### src/rtl/chain_code_pkg.sv
// Shared types and constants for the chain-code framer: FSM states, field widths,
// header length and the CRC-8 step used by the optional checksum build.
package chain_code_pkg;

    typedef enum logic [1:0] {
        ST_COLLECT,
        ST_HDR,
        ST_BODY,
        ST_CSUM
    } state_e;

    localparam int unsigned HDR_LEN   = 7;
    localparam int unsigned CODE_W    = 3;
    localparam int unsigned PERIM_W   = 9;
    localparam int unsigned AREA_W    = 12;
    localparam int unsigned COORD_W   = 6;
    localparam logic [7:0]  CRC8_POLY = 8'h07;

    // One byte of CRC-8, MSB first, no reflection.
    function automatic logic [7:0] crc8_update(input logic [7:0] crc, input logic [7:0] data);
        logic [7:0] c;
        c = crc ^ data;
        for (int unsigned i = 0; i < 8; i++) begin
            c = c[7] ? ((c << 1) ^ CRC8_POLY) : (c << 1);
        end
        return c;
    endfunction

endpackage

### src/rtl/chain_code_fifo.sv
// Single-clock circular FIFO holding chain codes; pushes when full and pops when
// empty are ignored. Asynchronous active-low reset empties it.
module chain_code_fifo
    import chain_code_pkg::*;
#(
    parameter int unsigned DEPTH = 512,
    parameter int unsigned WIDTH = CODE_W
) (
    input  logic                     clk,
    input  logic                     rst_n,
    input  logic                     push,
    input  logic [WIDTH-1:0]         din,
    input  logic                     pop,
    output logic [WIDTH-1:0]         dout,
    output logic                     full,
    output logic                     empty,
    output logic [$clog2(DEPTH):0]   count
);

    localparam int unsigned AW = $clog2(DEPTH);

    logic [WIDTH-1:0] mem_q [DEPTH];
    logic [AW-1:0]    wr_ptr_q, wr_ptr_d;
    logic [AW-1:0]    rd_ptr_q, rd_ptr_d;
    logic [AW:0]      count_q, count_d;
    logic             do_push, do_pop;

    assign full    = (count_q == (AW+1)'(DEPTH));
    assign empty   = (count_q == '0);
    assign count   = count_q;
    assign dout    = mem_q[rd_ptr_q];
    assign do_push = push && !full;
    assign do_pop  = pop && !empty;

    // Power-of-two depth lets the pointers wrap by plain overflow.
    always_comb begin
        wr_ptr_d = wr_ptr_q + AW'(do_push);
        rd_ptr_d = rd_ptr_q + AW'(do_pop);
        count_d  = count_q + (AW+1)'(do_push) - (AW+1)'(do_pop);
    end

    always_ff @(posedge clk or negedge rst_n) begin
        if (!rst_n) begin
            wr_ptr_q <= '0;
            rd_ptr_q <= '0;
            count_q  <= '0;
        end else begin
            wr_ptr_q <= wr_ptr_d;
            rd_ptr_q <= rd_ptr_d;
            count_q  <= count_d;
        end
    end

    always_ff @(posedge clk) begin
        if (do_push) begin
            mem_q[wr_ptr_q] <= din;
        end
    end

endmodule

### src/rtl/chain_code_framer.sv
// Buffers one contour's chain codes and emits sync/header/codes/checksum as a byte
// stream. Define CHAIN_CODE_FRAMER_CRC8_EN to replace the XOR checksum with CRC-8.
module chain_code_framer
    import chain_code_pkg::*;
#(
    parameter int unsigned FIFO_DEPTH = 512,
    parameter logic [7:0]  SYNC_BYTE  = 8'hA5
) (
    input  logic         clk,
    input  logic         reset,
    input  logic [2:0]   code_in,
    input  logic         code_valid,
    input  logic         contour_done,
    input  logic [8:0]   perimeter,
    input  logic [11:0]  area,
    input  logic [5:0]   start_x,
    input  logic [5:0]   start_y,
    output logic [7:0]   tx_data,
    output logic         tx_valid,
    input  logic         tx_ready,
    output logic         busy,
    output logic         overflow,
    output logic         len_err
);

    localparam int unsigned CW = $clog2(FIFO_DEPTH) + 1;

    state_e               state_q, state_d;
    logic [2:0]           hdr_idx_q, hdr_idx_d;
    logic [7:0]           csum_q, csum_d;
    logic [PERIM_W-1:0]   perim_q, perim_d;
    logic [AREA_W-1:0]    area_q, area_d;
    logic [COORD_W-1:0]   sx_q, sx_d;
    logic [COORD_W-1:0]   sy_q, sy_d;
    logic                 ovf_q, ovf_d;
    logic                 len_err_q, len_err_d;

    logic                 fifo_push, fifo_pop, fifo_full, fifo_empty;
    logic [CODE_W-1:0]    fifo_dout;
    logic [CW-1:0]        fifo_count;
    logic [CW-1:0]        cnt_after;
    logic [7:0]           hdr_byte;
    logic                 xfer;

    function automatic logic [7:0] csum_step(input logic [7:0] c, input logic [7:0] b);
`ifdef CHAIN_CODE_FRAMER_CRC8_EN
        return crc8_update(c, b);
`else
        return c ^ b;
`endif
    endfunction

    chain_code_fifo #(
        .DEPTH (FIFO_DEPTH),
        .WIDTH (CODE_W)
    ) u_fifo (
        .clk   (clk),
        .rst_n (reset),
        .push  (fifo_push),
        .din   (code_in),
        .pop   (fifo_pop),
        .dout  (fifo_dout),
        .full  (fifo_full),
        .empty (fifo_empty),
        .count (fifo_count)
    );

    assign busy     = (state_q != ST_COLLECT);
    assign overflow = ovf_q;
    assign len_err  = len_err_q;
    assign xfer     = tx_valid && tx_ready;

    always_comb begin
        hdr_byte = '0;
        case (hdr_idx_q)
            3'd0:    hdr_byte = SYNC_BYTE;
            3'd1:    hdr_byte = {2'b0, sx_q};
            3'd2:    hdr_byte = {2'b0, sy_q};
            3'd3:    hdr_byte = {7'b0, perim_q[8]};
            3'd4:    hdr_byte = perim_q[7:0];
            3'd5:    hdr_byte = {4'b0, area_q[11:8]};
            3'd6:    hdr_byte = area_q[7:0];
            default: hdr_byte = '0;
        endcase
    end

    always_comb begin
        state_d   = state_q;
        hdr_idx_d = hdr_idx_q;
        csum_d    = csum_q;
        perim_d   = perim_q;
        area_d    = area_q;
        sx_d      = sx_q;
        sy_d      = sy_q;
        ovf_d     = ovf_q;
        len_err_d = len_err_q;
        fifo_push = 1'b0;
        fifo_pop  = 1'b0;
        tx_valid  = 1'b0;
        tx_data   = '0;
        cnt_after = fifo_count + CW'(code_valid && !fifo_full);

        case (state_q)
            ST_COLLECT: begin
                fifo_push = code_valid;
                if (code_valid && fifo_full) ovf_d = 1'b1;
                // Same-cycle code is already included in cnt_after.
                if (contour_done) begin
                    perim_d   = perimeter;
                    area_d    = area;
                    sx_d      = start_x;
                    sy_d      = start_y;
                    hdr_idx_d = '0;
                    if (32'(cnt_after) != 32'(perimeter)) len_err_d = 1'b1;
                    state_d   = ST_HDR;
                end
            end
            ST_HDR: begin
                tx_valid = 1'b1;
                tx_data  = hdr_byte;
                if (xfer) begin
                    if (hdr_idx_q != 3'd0) csum_d = csum_step(csum_q, hdr_byte);
                    if (hdr_idx_q == 3'(HDR_LEN - 1)) begin
                        state_d = fifo_empty ? ST_CSUM : ST_BODY;
                    end else begin
                        hdr_idx_d = hdr_idx_q + 3'd1;
                    end
                end
            end
            ST_BODY: begin
                tx_valid = 1'b1;
                tx_data  = {5'b0, fifo_dout};
                if (xfer) begin
                    fifo_pop = 1'b1;
                    csum_d   = csum_step(csum_q, {5'b0, fifo_dout});
                    if (fifo_count == CW'(1)) state_d = ST_CSUM;
                end
            end
            ST_CSUM: begin
                tx_valid = 1'b1;
                tx_data  = csum_q;
                if (xfer) begin
                    csum_d  = '0;
                    state_d = ST_COLLECT;
                end
            end
        endcase

        if (state_q != ST_COLLECT && code_valid) ovf_d = 1'b1;
    end

    always_ff @(posedge clk or negedge reset) begin
        if (!reset) begin
            state_q   <= ST_COLLECT;
            hdr_idx_q <= '0;
            csum_q    <= '0;
            perim_q   <= '0;
            area_q    <= '0;
            sx_q      <= '0;
            sy_q      <= '0;
            ovf_q     <= 1'b0;
            len_err_q <= 1'b0;
        end else begin
            state_q   <= state_d;
            hdr_idx_q <= hdr_idx_d;
            csum_q    <= csum_d;
            perim_q   <= perim_d;
            area_q    <= area_d;
            sx_q      <= sx_d;
            sy_q      <= sy_d;
            ovf_q     <= ovf_d;
            len_err_q <= len_err_d;
        end
    end

endmodule

### config.mk
export PLATFORM = sky130hd
export DESIGN_NAME = chain_code_framer
export DESIGN_NICKNAME = d
export VERILOG_FILES = /design/src/rtl/chain_code_pkg.sv /design/src/rtl/chain_code_fifo.sv /design/src/rtl/chain_code_framer.sv
export SDC_FILE = /design/constraint.sdc
export NUM_CORES = 2
export LEC_CHECK = 0
export CORE_AREA = 2 2 365 367
export DETAILED_ROUTE_END_ITERATION = 7
export DIE_AREA = 0 0 367 369
export PLACE_DENSITY = 0.65
export SLEW_MARGIN = 15
export SYNTH_ARGS = -nofsm -noshare
export SYNTH_HDL_FRONTEND = slang
export SYNTH_HIERARCHICAL = 1
export SYNTH_SLANG_ARGS = --single-unit
### constraint.sdc
create_clock -name clk -period 4.45 [get_ports clk]
set_input_delay 0.445 -clock clk [delete_from_list [all_inputs] [get_ports clk]]
set_output_delay 0.445 -clock clk [all_outputs]
set_load 0.01 [all_outputs]
## Yosys cells after proc, flatten, opt, wreduce, memory -nomap -nowiden

Memory sizes are Yosys's and may differ from the RTL's.
Index checks and enable logic that the tools add are counted.
W data, S select, Z words.

| word-level totals | value |
|---|---|
| flip-flop bits (word level) | 76 |
| memories kept | 1 |
| output and inout port bits | 12 |
| word-level logic and storage cells | 93 |
| RAM bits | 1536 |

| cells by class | value |
|---|---|
| bitwise gates (word level) | 2 |
| reductions and logical operators | 24 |
| mux-type cells | 28 |
| equal/unequal tests | 20 |
| add/sub/neg operators | 6 |

Memory list:

| name | words | bits a word | read ports | clocked after memory_dff | wr ports | line | source |
|---|---|---|---|---|---|---|---|
| u_fifo.mem_q | 512 | 3 | 1 | 0 | 1 | chain_code_fifo.sv:22 | `logic [WIDTH-1:0] mem_q [DEPTH];` |

Operator list:

| operator | count |
|---|---|
| $pmux W8 S7 | 1 |
| $pmux W8 S3 | 2 |
| $mux W8 | 4 |
| $add A10 B1 Y10 | 2 |
| $add A9 B1 Y9 | 2 |
| $ne A2 B2 Y1 const B | 8 |
| $mux W2 | 6 |
| $eq A10 B1 Y1 const B | 1 |
| $eq A10 B10 Y1 const B | 1 |
| $logic_not A10 Y1 | 1 |
| $mux W1 | 10 |
| $ne A10 B9 Y1 | 1 |
| $sub A10 B1 Y10 | 1 |
| $eq A3 B3 Y1 const B | 3 |
| $mux W3 | 3 |
| $pmux W2 S4 | 1 |
| $reduce_bool A2 Y1 | 4 |
| $xor A8 B3 Y8 | 1 |
| $xor A8 B8 Y8 | 1 |
| $eq A3 B2 Y1 const B | 2 |
| $logic_and A1 B1 Y1 | 6 |
| $pmux W3 S2 | 1 |
| $reduce_and A6 Y1 | 1 |
| $reduce_bool A3 Y1 | 2 |
| other kinds (12) | 15 |

## Logic depth before layout (Yosys ltp)

| logic depth | value |
|---|---|
| depth in word-level cells | 8 |
| gate-level depth with buffers | 19 |

## By module

The synthesis kept the hierarchy.

By module, submodules not included:

| module | area an instance (µm²) | seq. area each (µm²) | cells an instance | instances |
|---|---|---|---|---|
| chain_code_fifo | 62476.2 | 46824.9 | 3288 | 1 |
| chain_code_framer | 3012.9 | 1201.2 | 295 | 1 |

## Worst setup path before layout

Ideal clock, no wire load.

| timing path | value |
|---|---|
| kind | register -> output |
| from | register u_fifo.rd_ptr_q[1] |
| to | output port tx_data[2] |
| data required time | 4.005 ns |
| buffers on the path | 4 |
| data arrival time | 2.981 ns |
| slack | 1.024 ns |
| stages on the path, launching flop included | 13 |
| cell sequence | dfrtp_1 > buf_2 > buf_2 > buf_2 > buf_1 > mux4_2 > a221oi_2 > o22ai_1 > nor3_1 > o22ai_1 > or3_1 > a222oi_1 > nor2_1 |

| between the ends | value |
|---|---|
| longest elaborated chain between the ends | 2 |

Ends and longest elaborated chain:

| what | line | source |
|---|---|---|
| from (decl) | chain_code_fifo.sv:24 | `logic [AW-1:0] rd_ptr_q, rd_ptr_d;` |
| from (signal assigned) | chain_code_fifo.sv:49 | `rd_ptr_q <= rd_ptr_d;` |
| $mem_v2 Z512 W3 | -- |  |
| via fifo_dout[2] | chain_code_framer.sv:39 | `logic [CODE_W-1:0] fifo_dout;` |
| $pmux W8 S3 | chain_code_framer.sv:103 | `case (state_q)` |
| to (decl) | chain_code_framer.sv:18 | `output logic [7:0] tx_data,` |

The timed path passes the listed nets, and every way through them passes these cells.

## Worst setup path in the final report

| timing path | value |
|---|---|
| from | register u_fifo.rd_ptr_q[0] |
| to | output port tx_data[1] |

Same word-level chain as after synthesis.

==> summary.txt <==
Outcome
  • Status: finished, violations left
  • Failing checks: setup timing

Die
  • Die ar.: 0.135 mm2
  • # IOs: 53
  • Chip Width: 367 um
  • Initial Util: 0.499
  • Cell Rows: around 130
  • Core region area: between 0.1 and 0.15 mm2
  • Die Span Y: 369 um

Worst hold path
  • Hold Path Origin: code_in[2]
  • HP Class: primary input to flip-flop
  • Hold depth: 1
  • Hold endpoint: u_fifo/mem_q[267][2]

Power
  • Clk pwr share: 0.311
  • Net Sw Power: 12,100 uW
  • Switching Share: 0.281
  • Int Power: between 30,000 and 40,000 uW
  • Worst VDD drop: 0.306 mV
  • Power density cells: about 570 mW/mm2
  • Sequential share of power: 0.403
  • Comb power frac: 0.286
  • Leak: 0.0239 uW

Clock network
  • Maximum clock path buffer count: 3
  • Clock latency on the worst-skew pair: between 0.7 and 0.8 ns
  • Clock slew at reported path FFs: about 0.070 ns
  • CTS tree: built
  • Total CTS buffers: 159
  • Root buffer cell: clkbuf_16
  • CTS H-Tree Depth: 4
  • Clock sink count: 1,612

Synth
  • Synth warn: 6
  • Number of synthesized flops with an enable pin: 1,536
  • Yosys top cell by area: edfxtp_1
  • Share of the synthesized area in the top cell type: 0.704
  • Syn Std Cell Area: 0.0655 mm2
  • Most used flip-flop cell after synthesis: edfxtp_1
  • Syn Inst Count: 3,583
  • Distinct cells, synth: 74
  • Syn_area_per_cell: roughly 18 um2
  • Post-synth ARST share: 0.0471
  • Yosys reg bits: ~1,600
  • Area contributors post-synth: edfxtp_1 (70%), mux4_2 (12%), nor2_1 (3.2%), dfrtp_1 (2.9%), mux2i_1 (1.2%)
  • Sequential area share after synthesis: 0.733
  • Post-synth net total: 3,655

Layout
  • Area grow syn2layout: 14.9%
  • Share of cells above drive strength 1: 0.248
  • Final Util: 0.574
  • Filler cells: 9,798
  • Commonest non-fill, non-tap cells in the layout: edfxtp_1 (1,536), nor2_1 (551), mux4_2 (363)
  • Register area: 0.0480 mm2
  • Fin area: 0.0753 mm2
  • Antenna diodes: 0
  • Area of the multi-input gates: 0.0166 mm2
  • Layout Nets: 3,852
  • Commonest non-fill, non-tap cell in the layout: edfxtp_1

Worst setup path
  • Crit path cell chain: buf_12, buf_16, buf_12, buf_4, clkbuf_16, mux4_2, a22oi_1, a21oi_1, nor3_2, o22ai_2, or3_4, a222oi_1, nor2_1, buf_2
  • Endpoint type of the worst setup path: output pin
  • CP required: 4.01 ns
  • RR Startpoint: u_fifo/rd_ptr_q[0]
  • Levels on crit path: 14
  • Worst path most repeated cell: buf_12
  • Startpoint types: flip-flop
  • Crit Path Max Fanout: 10
  • Slowest cell on crit path: mux4_2
  • CP top delay family: buffers and inverters
  • Worst Path Buf+Inv: 6
  • Reg2Reg Depth: 15
  • Critical path class: flip-flop to output pin
  • Reg2Reg Setup Slack: approximately 0.6 ns
  • Critical path data arrival time: between 4 and 5 ns
  • RR Endpoint: csum_q[1]
  • CP peak stage delay: 0.50 ns

Routing
  • DRT iter0 DRCs: roughly 4,400
  • Antenna viol nets, final: 0
  • Routed via count: 34,700
  • Via density: 6.13
  • # DRC: 0
  • First-pass DRT Iterations: 6
  • Post-Route WL: 159 mm
  • WL/cell: 28.1 um

STA
  • Fmax: 201 MHz
  • RSZ-0062 raised after global routing: yes
  • Setup ws final: -0.518 ns
  • Final worst path period share: 1.12
  • Fin. Hold Viols: 0
  • Clock Skews: ~0.027 ns
  • Max-slew violations: 0
  • Slew @ Worst Pin: 1.06 ns
  • Final setup fails: 3
  • Slew HR: 0.292
  • Minimum clock period: 4.97 ns

Placement
  • Final HPWL DP: 92.5 mm
  • Number of I/O port buffers: 52
  • Dpl cell area: around 0.069 mm2
  • Routability-driven placement congestion ratio: 0.803

GRT
  • Global-route wire length before repair: 234 mm
  • Pin count of the biggest net entering global routing: between 150 and 200
  • Tot GR Track Use: 0.234
  • Initial antenna violation count: 0
  • Number of global-route vias before repair: 35,500
  • GRT Residual Overflow: 0

Flow run
  • Maxcap violations: 0
[what timing repair did]
action                                 CTS  global route
setup endpoints to repair                3             3
hold buffers                             2             0
endpoints found under the hold margin   55             0
pin swaps                               24            32
gates resized for setup                 56            55
setup buffers                           15            11
gates cloned                             4             6
[routing by layer]
| layer | part of all wire | up-vias | GRT usage |
|---|---|---|---|
| li1 | - | 14700 | - |
| met1 | 0.41 | 18300 | 0.328 |
| met2 | 0.50 | 1469 | 0.386 |
| met3 | 0.071 | 199 | 0.0387 |
| met4 | 0.021 | 0 | 0.0601 |
| met5 | 0 | - | 0 |
[worst max path at each step]
stage | start | end | slack [ns]
after floorplan | u_fifo/rd_ptr_q[1] | tx_data[2] | 1.02
after global placement | u_fifo/rd_ptr_q[0] | tx_data[1] | -0.30
after detailed placement | u_fifo/rd_ptr_q[0] | tx_data[1] | -0.23
after CTS | u_fifo/rd_ptr_q[0] | tx_data[0] | -0.55
after global routing | u_fifo/rd_ptr_q[0] | tx_data[2] | -0.59
final | u_fifo/rd_ptr_q[0] | tx_data[1] | -0.52
[power groups by stage]
stage	Combinational [uW]	Sequential [uW]	Clock, uW
4_1_cts	11800	17300	13600
3_3_place_gp	11200	17600	0
5_1_grt	13000	17300	14100
6_report	12300	17300	13400
2_1_floorplan	7870	17400	0
3_5_place_dp	11300	17600	0
[sequential cells by signal, indices dropped and copies added (netlist names)]
signal / flops
hdr_idx_q: 3
u_fifo/count: 10
state_q: 2
sy_q: 6
overflow: 1
area_q: 12
len_err: 1
u_fifo/wr_ptr_q: 9
sx_q: 6
u_fifo/mem_q: 1536
u_fifo/rd_ptr_q: 9
perim_q: 9
csum_q: 8
[area by class of cell]
class | instances | area share
Clock inverter | 100 | 0.0124
Inverter | 34 | 0.00170
Timing Repair Buffer | 280 | 0.0420
Multi-Input combinational cell | 1693 | 0.220
Tap cell | 1755 | 0.0292
Clock buffer | 193 | 0.0562
Sequential cell | 1612 | 0.638
[through the flow]
step / hold slack, ns / setup WS, ns / power (uW) / std cells / setup TNS, ns
5_1_grt: 0.205 / -0.594 / 44500 / 5667 / -1.65
2_1_floorplan: 0.149 / 1.02 / 25300 / 3583 / 0
4_1_cts: 0.181 / -0.554 / 42700 / 5651 / -1.54
6_report: 0.193 / -0.518 / 42900 / 5667 / -1.29
3_3_place_gp: 0.468 / -0.305 / 28800 / 5337 / -0.650
3_5_place_dp: 0.482 / -0.230 / 28900 / 5337 / -0.485
[Yosys cell counts, types with 8 or more instances]
cell	n
a22oi_1	100
a211oi_1	18
buf_4	23
o21ai_0	26
mux4_2	361
dfrtp_1	76
mux2_2	38
a221oi_1	11
mux2i_1	78
nor4_1	10
nor3_1	16
nand3_1	42
and2_1	10
a31oi_1	15
a221oi_2	8
buf_1	18
buf_6	13
o221ai_1	8
clkbuf_1	151
nor2_1	553
xnor2_1	19
a21oi_1	55
nor2b_1	37
edfxtp_1	1536
ha_1	30
nand2_1	85
buf_2	31
nand4_1	11
nand2b_1	15
a22o_1	17
mux4_1	8
o22ai_1	17
xor2_1	11
inv_1	33
[cells by family (layout without fill, tap and decap cells)]
| group | Yosys count | count (layout) | synth area share |
|---|---|---|---|
| fa+ha+maj | 31 | 31 | 0.00604 |
| mux | 486 | 486 | 0.146 |
| simple gates | 822 | 822 | 0.0539 |
| flops | 1612 | 1612 | 0.733 |
| compound gates | 324 | 324 | 0.0358 |
| buf+inv | 278 | 607 | 0.0209 |
| xor+xnor | 30 | 30 | 0.00401 |
Power figures use the tool's default switching activity.
